## config.mk

```make
export PLATFORM = sky130hd
export DESIGN_NAME = btn_event_ctrl
export DESIGN_NICKNAME = d
export VERILOG_FILES = /design/src/rtl/btn_event_ctrl.sv
export SDC_FILE = /design/constraint.sdc
export NUM_CORES = 1
export LEC_CHECK = 0
export ABC_AREA = 0
export BUFFER_PORTS_ARGS = -buffer_cell sky130_fd_sc_hd__buf_2
export CORE_ASPECT_RATIO = 0.9
export CORE_MARGIN = 2
export CORE_UTILIZATION = 40
export DETAILED_ROUTE_END_ITERATION = 16
export PLACE_DENSITY = 0.66
export RECOVER_POWER = 50
export SYNTH_ARGS = -nofsm -noshare
export SYNTH_HDL_FRONTEND = slang
export SYNTH_SLANG_ARGS = --single-unit
```

## constraint.sdc

```tcl
create_clock -name clk -period 3.8 [get_ports clk]
set_input_delay 0.76 -clock clk [delete_from_list [all_inputs] [get_ports clk]]
set_output_delay 0.76 -clock clk [all_outputs]
set_load 0.03 [all_outputs]
```

## src/rtl/btn_event_ctrl.sv

```systemverilog
// Two-button event controller: short press, long press, auto-repeat and a
// two-button combo, all timed in ticks of the shared debouncer strobe.
module btn_event_ctrl #(
    parameter int LONG_TICKS = 1000,
    parameter int REP_TICKS  = 200
) (
    input  logic       clk,
    input  logic       rst_n,
    input  logic       tick,
    input  logic [1:0] btnDb,
    output logic [1:0] shortEvt,
    output logic [1:0] longEvt,
    output logic [1:0] repEvt,
    output logic       comboEvt,
    output logic [1:0] busy
);

    typedef enum logic [1:0] {IDLE, PRESS, HOLD, LOCK} state_t;

    localparam logic [10:0] LONG_LAST = 11'(LONG_TICKS - 1);
    localparam logic [10:0] REP_LAST  = 11'(REP_TICKS - 1);

    state_t      state     [2];
    state_t      state_nxt [2];
    logic [10:0] cnt       [2];
    logic [10:0] cnt_nxt   [2];
    logic [1:0]  btn_p1;
    logic [1:0]  short_nxt;
    logic [1:0]  long_nxt;
    logic [1:0]  rep_nxt;
    logic [1:0]  busy_nxt;
    logic        combo;

    always_comb begin
        // A fresh 11 only counts as a combo while neither button has gone long.
        combo = (btnDb == 2'b11) && (btn_p1 != 2'b11) &&
                (state[0] == IDLE || state[0] == PRESS) &&
                (state[1] == IDLE || state[1] == PRESS);
        short_nxt = '0;
        long_nxt  = '0;
        rep_nxt   = '0;
        busy_nxt  = '0;
        for (int i = 0; i < 2; i++) begin
            state_nxt[i] = state[i];
            cnt_nxt[i]   = cnt[i];
            if (combo) begin
                state_nxt[i] = LOCK;
                cnt_nxt[i]   = '0;
            end else begin
                case (state[i])
                    IDLE: begin
                        if (btnDb[i]) begin
                            state_nxt[i] = PRESS;
                            cnt_nxt[i]   = '0;
                        end
                    end
                    PRESS: begin
                        if (!btnDb[i]) begin
                            state_nxt[i] = IDLE;
                            cnt_nxt[i]   = '0;
                            short_nxt[i] = 1'b1;
                        end else if (tick) begin
                            if (cnt[i] == LONG_LAST) begin
                                state_nxt[i] = HOLD;
                                cnt_nxt[i]   = '0;
                                long_nxt[i]  = 1'b1;
                            end else begin
                                cnt_nxt[i] = cnt[i] + 11'd1;
                            end
                        end
                    end
                    HOLD: begin
                        if (!btnDb[i]) begin
                            state_nxt[i] = IDLE;
                            cnt_nxt[i]   = '0;
                        end else if (tick) begin
                            if (cnt[i] == REP_LAST) begin
                                cnt_nxt[i] = '0;
                                rep_nxt[i] = 1'b1;
                            end else begin
                                cnt_nxt[i] = cnt[i] + 11'd1;
                            end
                        end
                    end
                    LOCK: begin
                        if (!btnDb[i]) begin
                            state_nxt[i] = IDLE;
                            cnt_nxt[i]   = '0;
                        end
                    end
                    default: begin
                        state_nxt[i] = IDLE;
                        cnt_nxt[i]   = '0;
                    end
                endcase
            end
            busy_nxt[i] = (state_nxt[i] != IDLE);
        end
    end

    always_ff @(posedge clk or negedge rst_n) begin
        if (!rst_n) begin
            state[0] <= IDLE;
            state[1] <= IDLE;
            cnt[0]   <= '0;
            cnt[1]   <= '0;
            btn_p1   <= '0;
            shortEvt <= '0;
            longEvt  <= '0;
            repEvt   <= '0;
            comboEvt <= 1'b0;
            busy     <= '0;
        end else begin
            state[0] <= state_nxt[0];
            state[1] <= state_nxt[1];
            cnt[0]   <= cnt_nxt[0];
            cnt[1]   <= cnt_nxt[1];
            btn_p1   <= btnDb;
            shortEvt <= short_nxt;
            longEvt  <= long_nxt;
            repEvt   <= rep_nxt;
            comboEvt <= combo;
            busy     <= busy_nxt;
        end
    end

endmodule

```

Yosys cells after proc, flatten, opt, wreduce, memory -nomap -nowiden. Cells that the tools add are included.

Flip-flop bits (word level): 37. Input port bits: 5. Output and inout bits: 9. Logic and storage cells: 105.

Add/subtract/negate cells: 2. Equality and inequality tests: 20. Muxes and demuxes: 60. Reductions and logical operators: 13.

Operators by type and width (number): $mux W11 (18); $pmux W11 S4 (2); $mux W1 (26); $mux W2 (12); $add A11 B1 Y11 const B (2); $eq A11 B10 Y1 const B (2); $eq A11 B8 Y1 const B (2); $ne A4 B4 Y1 const B (4); $ne A3 B3 Y1 const B (4); $pmux W2 S3 (2); $eq A2 B2 Y1 const B (5); $reduce_and A4 Y1 (2); $eq A2 B1 Y1 const B (2); $logic_not A2 Y1 (2); $reduce_bool A2 Y1 (2); $reduce_or A2 Y1 (2); $logic_and A1 B1 Y1 (3); $logic_or A1 B1 Y1 (2); $ne A2 B2 Y1 const B (1).

Depth between registers and ports, before layout. Gate-level depths: netlist (run 1).

Depth after elaboration: 7. Depth in mapped cells: 9. Mapped depth without buffers: 8.

Worst setup path before layout (run 1). Ideal clock, no wire load.

Path kind: in2reg. From: in btnDb[0]. To: reg cnt[10] (netlist bit). Setup time: 0.121 ns. Data arrival time: 1.954 ns. Setup slack: 1.725 ns. Stages on the path: 6. Buffers on the path: 1. Cell sequence: buf_2 a31oi_1 o21a_1 a221oi_4 o21ai_1 a22o_1.

Cells in the longest elaborated chain, start to end: 6. Elaborated cells between the ends (all ways): 10. Those cells by class: 5 x eq/ne; 1 x mux; 4 x reduce/logical.

Ends and longest elaborated chain: start, declared (RTL line 10) `input logic [1:0] btnDb,`; $eq A2 B2 Y1 * (RTL line 36) `combo = (btnDb == 2'b11) && (btn_p1 != 2'b11) &&`; $logic_and A1 B1 Y1 * (2 in a row) (RTL line 36); $logic_and A1 B1 Y1 * (RTL line 37) `(state[0] == IDLE || state[0] == PRESS) &&`; $ne A4 B4 Y1 (no source line) / $ne A3 B3 Y1 (equally long branches); $reduce_and A4 Y1 (no source line); end, declared (RTL line 25) `logic [10:0] cnt [2];`.

Mark *: on every way between the ends. The rest lies on a longest branch, timed or not. A chain may end at the register's enable or synchronous reset.

Worst setup path in the final report (run 1).
From: in btnDb[1]. To: reg cnt[19] (netlist bit).

Same word-level chain as after synthesis.

==> metrics.cfg, run 1 <==
[outcome]
outcome=complete, but fails checks
violations=max-capacitance violations, max-slew violations

[timing]
drv_slew=38
setup_viol=0
period_share_pct=67.2
worst_pin_slew_ps=1980
rsz0062_at_grt=false
skew_ps=8.39
hold_viol_final=0
fmax_mhz=392
finalCriticalPeriod_ps=2550
relSlewSlack_pct=-31.8
fin_setup_tns_ps=0

[clock_tree]
path_clk_slew_ps=70
cts-root-buf=clkbuf_8
cts_setup_buffers=0
clock_latency_ps=280
cts_max_level=2
clock_path_buffers=2
cts_tree=done
numCtsBuffers=5
cts.sinks=37
cts_hold_buf=0
postCtsResizedCells=0

[detailed_routing]
vias=1713
drtPass1Iterations=4
viasPerCell=5.49
drt_iter0_drc=95
drcViolationCount=0
post_drt_wl_per_cell_um=14.1
ant_nets=0
drt-total-wl_um=4410

[setup_path]
start_kind=input pin
critPathArrivalTime_ps=2730
required_ps=3970
crit_type=in -> reg
worstSetupEndpointType=flip-flop
cp_num_buf_inv=2
worst_path_most_repeated_cell=nand2_1
critPathTopFamily=compound AO/OA/AOI/OAI gates
cpPeakStageDelay_ps=450
cp_slowest_cell=clkbuf_1
cp_max_fo=13
crit_chain=clkbuf_1, o21a_2, nand2_1, nand2_1, o21ai_0, buf_4, or2_0, o31ai_1

[global_routing]
antenna_found_initial=0
grt-ovfl-total=0
grt_max_degree=38
grt_pass1_wl_um=7300
grt_pass1_vias=1561
track_usage_pct=15.4

[synth]
netlist_top_cells_area=dfrtp_1, ha_1, nand2_1, a22o_1, o21ai_0
synth_nets=247
ys_ff_latch=37
syn_inst=229
synth-async-reset-ratio_pct=100
syn_area_per_cell_um2=9.54
ys.flop_type=dfrtp_1
synth_cell_types=51
yosys.area.top_type=dfrtp_1
synth_seq_area_share_pct=42.4
netlist.area_leader.share_pct=42.4
yosysWarnings=0
synth-edff-count=0
syn_area_um2=2180

[placement]
io_buffers=13
place_inst=305
dp_hpwl_um=3160
gp_congestion=0.807

[final_layout]
multi_input_area_um2=1140
antenna_cells=0
nFillCells=500
syn2layout_area_growth_pct=8.99
drive_gt1_share_pct=11.4
final_cell_count_no_fill=312
nNetsFinal=263
regArea_um2=926

[floorplanning]
rows=25
core_um2=5260
die_w_um=81.9
die_y_um=74.1
start_util_pct=41.6
die-area_um2=6070
ios=14

[power]
power-per-cell-area_nw_per_um2=569
ir_drop_mv=0.255
power_leakage_nw=1.09

[flow_run]
max-cap-violations=1

[min_path]
hp-class=reg -> reg

## power by group
| part | internal (mW) | switching (mW) | total (mW) |
|---|---|---|---|
| combinational | 0.214 | 0.386 | 0.600 |
| sequential | 0.448 | 0.0394 | 0.487 |
| clock | 0.144 | 0.125 | 0.268 |
| total | 0.806 | 0.550 | 1.36 |
## routing by layer
layer / vias to the layer above / share of wire [%] / track usage, %
met2: 20 / 43 / 22.6
li1: 871 / - / -
met1: 820 / 54 / 22.6
met5: - / 0 / 0
met4: 0 / 0.34 / 3.15
met3: 2 / 3.6 / 4.73
## metrics by stage
stage / setup WS [ps] / power (mW) / utilization (%) / hold slack [ps] / cell area [um2]
2_1_floorplan: 1720 / 0.955 / - / 437 / 2180
4_1_cts: 1350 / 1.37 / 45.4 / 498 / 2380
3_3_place_gp: 1330 / 1.08 / 43.7 / 471 / 2300
6_report: 1250 / 1.36 / 45.3 / 495 / 2380
5_1_grt: 1090 / 1.46 / 45.3 / 524 / 2380
3_5_place_dp: 1260 / 1.09 / 43.7 / 472 / 2300
## cells by family after synthesis
family | Yosys count | synth area share [%]
compound gates | 70 | 23.7
fa+ha+maj | 13 | 7.45
buf+inv | 23 | 5.21
flops | 37 | 42.4
mux | 1 | 0.515
simple gates | 85 | 20.7
## layout make-up
cell class	instances	area share, %
repair buffers	15	3.21
clock buffers	7	3.63
inverters	17	2.68
flip-flops and latches	37	38.9
well taps	67	3.52
multi-input cells	169	48.1
## final timing paths
| kind | start | endpoint | slack, ps | cells past startpoint |
|---|---|---|---|---|
| max | btnDb[1] | cnt[19]$_DFFE_PN0P_ | 1250 | 8 |
| min | cnt[21]$_DFFE_PN0P_ | cnt[21]$_DFFE_PN0P_ | 500 | 1 |
| max reg2reg | state[3]$_DFF_PN0_ | cnt[18]$_DFFE_PN0P_ | 1290 | 9 |
| min reg2reg | cnt[21]$_DFFE_PN0P_ | cnt[21]$_DFFE_PN0P_ | 500 | 1 |
| max in group asynchronous | rst_n | btn_p1[0]$_DFF_PN0_ | 1630 | 1 |
| min in group asynchronous | rst_n | cnt[12]$_DFFE_PN0P_ | 1030 | 1 |
## cells in the mapped netlist (all sizes together), types with 2 or more instances
library cell   n
nor2          16
a22o           8
buf            5
nor4           2
nor2b          5
nand2b         3
nand3         10
o31ai          8
nor3           9
ha            13
nand2         20
nand4          4
o2bb2ai        2
o41ai          2
inv           17
dfrtp         37
o21a           2
a21oi          7
o21ai         23
a31oi          3
and3           5
and2           5
and4bb         2
a41oi          2
a21o           2
## flip-flops by register name, indices dropped and copies added, names as in the netlist
register	flops
cnt	22
state	4
btn_p1	2
busy	2
longEvt	2
repEvt	2
shortEvt	2
comboEvt	1
## cells in the final DEF, fill, tap and decap left out, drive strengths merged, types with 2 or more instances in the layout
cell and instances:
o41ai 2, nor2b 5, a21o 2, nor3 9, ha 13, a41oi 2, a22o 8, nor4 2
a21oi 7, o31ai 8, nor2 16, o21ai 23, a31oi 3, and4bb 2, nand3 10, o2bb2ai 2
and2 5, and3 5, o21a 2, inv 17, nand2 20, buf 12, dfrtp 37, clkbuf 10
nand4 4, nand2b 3
Note: power is estimated with default switching activity, not from simulation.
==> inputs of run 2 (changes only) <==
==> constraint.sdc (replaced) <==
create_clock -name clk -period 2.49 [get_ports clk]
set_input_delay 0.498 -clock clk [delete_from_list [all_inputs] [get_ports clk]]
set_output_delay 0.498 -clock clk [all_outputs]
set_load 0.03 [all_outputs]
==> metrics.cfg, run 2 (synthesis results as in run 1) <==
[timing]
fin_setup_tns_ps=0  ; unchanged
drv_slew=0  ; was 38
worst_pin_slew_ps=955  ; was 1980 ps
skew_ps=7.10  ; was 8.39 ps
rsz0062_at_grt=false  ; unchanged
hold_viol_final=0  ; unchanged
whs_ps=361  ; was 495 ps
finalCriticalPeriod_ps=2210
period_share_pct=88.9
fmax_mhz=452
setup_viol=0  ; unchanged
relSlewSlack_pct=36.4  ; was -31.8%

[final_layout]
largest_register_ffs=22  ; unchanged
syn2layout_area_growth_pct=9.39  ; was 8.99%
regMostFlops=cnt  ; unchanged
final_cell_mix=dfrtp_1, nand2_1, inv_1, nor2_1, o21ai_0  ; unchanged
largest_registers=cnt (22), state (4)  ; unchanged
antenna_cells=0  ; unchanged
final_cell_area_um2=2390  ; was 2380 um2
final_common_cell=dfrtp_1  ; unchanged
nNetsFinal=264  ; was 263
drive_gt1_share_pct=12.2  ; was 11.4%

[setup_path]
critPathArrivalTime_ps=2390  ; was 2730 ps
worstSetupEndpointType=flip-flop  ; unchanged
critPathTopFamily=compound AO/OA/AOI/OAI gates  ; unchanged
start_kind=flip-flop  ; was input pin
cpPeakStageDelay_ps=430  ; was 450 ps
required_ps=2660  ; was 3970 ps
cp_slowest_cell=dfrtp_1  ; was clkbuf_1
cp_num_buf_inv=2  ; unchanged
crit_type=reg -> reg  ; was in -> reg
cp_max_fo=8  ; was 13
crit_chain=inv_1, ha_1, o21a_2, a31oi_1, o21a_1, a221oi_4, buf_4, o21ai_1, a22o_1  ; was clkbuf_1, o21a_2, nand2_1, nand2_1, o21ai_0, buf_4, or2_0, o31ai_1

[global_routing]
track_usage_pct=15.7  ; was 15.4%
grt_max_degree=38  ; unchanged
grt_pass1_wl_um=7390  ; was 7300 um
grt_use_met1_pct=22.4  ; was 22.6%
grt-ovfl-total=0  ; unchanged
top_usage_layer=met2  ; was met1
met3_usage_pct=4.13  ; was 4.73%
antenna_found_initial=0  ; unchanged
met2_usage_pct=23.6  ; was 22.6%
grt_pass1_vias=1590  ; was 1561

[clock_tree]
numCtsBuffers=5  ; unchanged
cts-root-buf=clkbuf_8  ; unchanged
clock_latency_ps=290  ; was 280 ps
path_clk_slew_ps=70  ; about the same
cts_max_level=2  ; unchanged
clock_path_buffers=2  ; unchanged
cts_tree=done  ; unchanged
cts.sinks=37  ; unchanged

[placement]
dp_hpwl_um=3040  ; was 3160 um
io_buffers=13  ; unchanged
placed_cell_area_um2=2300  ; unchanged
gp_congestion=0.848  ; was 0.807

[floorplanning]
start_util_pct=41.6  ; unchanged
die_y_um=74.1  ; unchanged
die_w_um=81.9  ; unchanged
rows=25  ; unchanged
die-area_um2=6070  ; unchanged
core_um2=5260  ; unchanged
ios=14  ; unchanged

[power]
power_leakage_nw=1.09  ; about the same
ir_drop_mv=0.362  ; was 0.255 mV
power-per-cell-area_nw_per_um2=870  ; was 569 nW/um2

[detailed_routing]
ant_nets=0  ; unchanged
drcViolationCount=0  ; unchanged
drt-total-wl_um=4300  ; was 4410 um
drt_iter0_drc=138  ; was 95
vias=1733  ; was 1713
drtPass1Iterations=4  ; unchanged
viasPerCell=5.54  ; was 5.49
post_drt_wl_per_cell_um=13.7  ; was 14.1 um

[outcome]
outcome=complete, no violations  ; was complete, but fails checks

[min_path]
hp-class=in -> async  ; was reg -> reg

[flow_run]
max-cap-violations=0  ; was 1

==> run 2: cell count changes in the layout (fill, tap and decap cells not counted) <==
| cell | delta |
|---|---|
| buf_4 | +1 |
| or2_0 | -1 |
| clkbuf_2 | +1 |
| clkbuf_1 | -1 |
| or2_1 | +1 |
==> run 2: what timing repair did <==
item,in CTS,in global routing
resized for setup,0,1
hold buffers,0,0
setup buffers,0,1
endpoints found under the hold margin,0,0
endpoints found under the setup margin,0,3
==> run 2: power by group <==
part           leakage, nW  switching (mW)  internal, mW
combinational        0.549           0.578         0.336
clock               0.0443           0.199         0.220
sequential           0.501          0.0628         0.683
==> run 2: layer usage <==
layer,vias up,share of wire (%)
li1,872,-
met5,-,0
met2,35,42
met4,0,0.63
met3,3,3.9
met1,823,53
==> run 2: layout make-up <==
cell class / count / area [um2]
Sequential cell: 37 / 926
Clock buffer: 7 / 86.3
Inverter: 17 / 63.8
Tap cell: 67 / 83.8
Timing Repair Buffer: 16 / 85.1
Multi-Input combinational cell: 169 / 1140
Fill cell: 500 / 2870
==> run 2: metrics by stage <==
stage               worst slack (ps)  power [mW]  cells  util, %
floorplan                        453        1.46    229        -
global placement                 250        1.65    305     43.7
detailed placement               209        1.65    305     43.7
CTS                              209        2.09    312     45.4
global route                    89.4        2.23    313     45.5
finish                           277        2.08    313     45.5
==> run 2: path summary, 6_finish.rpt <==
check | start | end | slack [ps] | cells after the start
min in group clk | cnt[21]$_DFFE_PN0P_ | cnt[21]$_DFFE_PN0P_ | 470 | 1
hold / removal | rst_n | shortEvt[1]$_DFF_PN0_ | 360 | 1
max in group asynchronous | rst_n | state[3]$_DFF_PN0_ | 1550 | 1
setup reg to reg | state[3]$_DFF_PN0_ | cnt[8]$_DFFE_PN0P_ | 280 | 9
setup / recovery | state[3]$_DFF_PN0_ | cnt[8]$_DFFE_PN0P_ | 280 | 9
hold reg to reg | cnt[21]$_DFFE_PN0P_ | cnt[21]$_DFFE_PN0P_ | 470 | 1
==> inputs of run 3 (changes only) <==
--- a/config.mk
+++ b/config.mk
@@ -8,7 +8,7 @@
 export ABC_AREA = 0
 export BUFFER_PORTS_ARGS = -buffer_cell sky130_fd_sc_hd__buf_2
 export CORE_ASPECT_RATIO = 0.9
-export CORE_MARGIN = 2
+export CORE_MARGIN = 4
 export CORE_UTILIZATION = 40
 export DETAILED_ROUTE_END_ITERATION = 16
 export PLACE_DENSITY = 0.66
==> metrics.cfg, run 3 (synthesis results as in run 1) <==
[outcome]
outcome=complete, but fails checks  ; was complete, no violations
violations=max-capacitance violations, max-slew violations

[floorplanning]
die_y_um=78.1  ; was 74.1 um
start_util_pct=41.3  ; was 41.6%
die_w_um=85.9  ; was 81.9 um
rows=25  ; unchanged
core_um2=5290  ; was 5260 um2
die-area_um2=6710  ; was 6070 um2
ios=14  ; unchanged

[power]
power_mw=2.12  ; was 2.08 mW
p_int_mw=1.27  ; was 1.24 mW
pwr-share-seq_pct=35.2  ; was 35.9%
p_clk_share_pct=21.6  ; was 20.1%
pwr-share-comb_pct=43.1  ; was 44.0%
power-per-cell-area_nw_per_um2=881  ; was 870 nW/um2
switching_share_pct=40.1  ; was 40.4%
ir_drop_mv=0.380  ; was 0.362 mV
power_leakage_nw=1.10  ; was 1.09 nW
power_switching_uw=850  ; was 840 uW

[final_layout]
multi_input_area_um2=1140  ; unchanged
final_cell_count_no_fill=314  ; was 313
antenna_cells=0  ; unchanged
syn2layout_area_growth_pct=10.0  ; was 9.39%
final_common_cell=dfrtp_1  ; unchanged
nNetsFinal=264  ; unchanged
largest_registers=cnt (22), state (4)  ; unchanged
final_cell_mix=dfrtp_1, nand2_1, inv_1, nor2_1, o21ai_0  ; unchanged
regArea_um2=926  ; unchanged
nFillCells=500  ; unchanged
largest_register_ffs=22  ; unchanged
regMostFlops=cnt  ; unchanged
drive_gt1_share_pct=12.6  ; was 12.2%

[timing]
fmax_mhz=439  ; was 452 MHz
skew_ps=6.90  ; was 7.10 ps
worst_pin_slew_ps=1960  ; was 955 ps
finalCriticalPeriod_ps=2280  ; was 2210 ps
rsz0062_at_grt=false  ; unchanged
drv_slew=38  ; was 0
relSlewSlack_pct=-30.5  ; was 36.4%
fin_ws_ps=211  ; was 277 ps
period_share_pct=91.5  ; was 88.9%
setup_viol=0  ; unchanged
hold_viol_final=0  ; unchanged
fin_setup_tns_ps=0  ; unchanged

[setup_path]
critPathArrivalTime_ps=2510  ; was 2390 ps
cp_max_fo=11  ; was 8
worstSetupEndpointType=flip-flop  ; unchanged
cp_num_buf_inv=1  ; was 2
required_ps=2720  ; was 2660 ps
cp_slowest_cell=dfrtp_1  ; unchanged
start_kind=flip-flop  ; unchanged
cpPeakStageDelay_ps=450  ; was 430 ps
crit_chain=inv_1, ha_1, o21a_2, nand3_2, nand3_1, a21o_4, nor3_4, mux2_2  ; was inv_1, ha_1, o21a_2, a31oi_1, o21a_1, a221oi_4, buf_4, o21ai_1, a22o_1
critPathTopFamily=simple AND/OR/NAND/NOR gates  ; was compound AO/OA/AOI/OAI gates
crit_type=reg -> reg  ; unchanged

[placement]
gp_congestion=0.830  ; was 0.848
post-place-ws_ps=144  ; was 209 ps
place_inst=305  ; unchanged
dp_hpwl_um=3130  ; was 3040 um
io_buffers=13  ; unchanged

[detailed_routing]
post_drt_wl_per_cell_um=14.0  ; was 13.7 um
vias=1725  ; was 1733
viasPerCell=5.49  ; was 5.54
drt-total-wl_um=4390  ; was 4300 um
ant_nets=0  ; unchanged
drtPass1Iterations=4  ; unchanged
drcViolationCount=0  ; unchanged
drt_iter0_drc=126  ; was 138

[global_routing]
antenna_found_initial=0  ; unchanged
grt_pass1_wl_um=8090  ; was 7390 um
track_usage_pct=14.9  ; was 15.7%
grt_max_degree=38  ; unchanged
grt_pass1_vias=1682  ; was 1590
grt-ovfl-total=0  ; unchanged

[clock_tree]
cts-root-buf=clkbuf_8  ; unchanged
path_clk_slew_ps=70  ; about the same
clock_path_buffers=2  ; unchanged
numCtsBuffers=5  ; unchanged
cts_max_level=2  ; unchanged
cts_hold_buf=0  ; unchanged
cts.sinks=37  ; unchanged
cts_tree=done  ; unchanged
clock_latency_ps=280  ; was 290 ps

[min_path]
hp-class=reg -> reg  ; was in -> async

[flow_run]
max-cap-violations=1  ; was 0

[run 3: final timing paths]
path / startpoint / to / slack [ps] / depth (start not counted)
hold reg to reg: cnt[21]$_DFFE_PN0P_ / cnt[21]$_DFFE_PN0P_ / 510 / 1
setup reg to reg: state[3]$_DFF_PN0_ / cnt[0]$_DFFE_PN0P_ / 210 / 8
min in group asynchronous: rst_n / comboEvt$_DFF_PN0_ / 760 / 1
hold / removal: cnt[21]$_DFFE_PN0P_ / cnt[21]$_DFFE_PN0P_ / 510 / 1
setup / recovery: state[3]$_DFF_PN0_ / cnt[0]$_DFFE_PN0P_ / 210 / 8
max in group asynchronous: rst_n / cnt[17]$_DFFE_PN0P_ / 610 / 1
[run 3: through the flow]
step / instance area [um2] / utilization, % / hold WS (ps)
finish: 2400 / 45.5 / 506
global route: 2400 / 45.5 / 543
detailed placement: 2300 / 43.5 / 466
CTS: 2400 / 45.4 / 342
global placement: 2300 / 43.5 / 459
floorplan: 2180 / - / 202
[run 3: final cells by class]
type	instances	share of cell area [%]
multi-input combinational	169	47.6
sequential	37	38.5
clock buffer	7	4.01
timing repair buffer	16	3.49
tap	67	3.49
inverter	17	2.65
clock inverter	1	0.208
[run 3: worst reg2reg max path: stages (launching register included)]
cell and delay [ps]:
dfrtp_1 450, inv_1 130, ha_1 240, o21a_2 250, nand3_2 160, nand3_1 120, a21o_4 270, nor3_4 370
mux2_2 230
[run 3: per-layer routing]
metal	part of all wire [%]	GRT usage, %	vias up
li1	-	-	867
met1	51	21.7	824
met2	45	21.7	29
met3	3.6	3.88	5
met4	1.0	3.96	0
met5	0	0	-
[run 3: timing repair]
action | in CTS | in global routing
hold endpoints to repair | 0 | 0
endpoints found under the setup margin | 0 | 11
setup buffers | 0 | 1
resized for setup | 0 | 1
[run 3: power by group through the flow]
| stage | Sequential, mW | Clock (mW) | Combinational (mW) |
|---|---|---|---|
| finish | 0.746 | 0.458 | 0.913 |
| global route | 0.757 | 0.508 | 1.04 |
| CTS | 0.746 | 0.475 | 0.906 |
| detailed placement | 0.756 | 0 | 0.902 |
| global placement | 0.753 | 0 | 0.896 |
| floorplan | 0.808 | 0 | 0.649 |
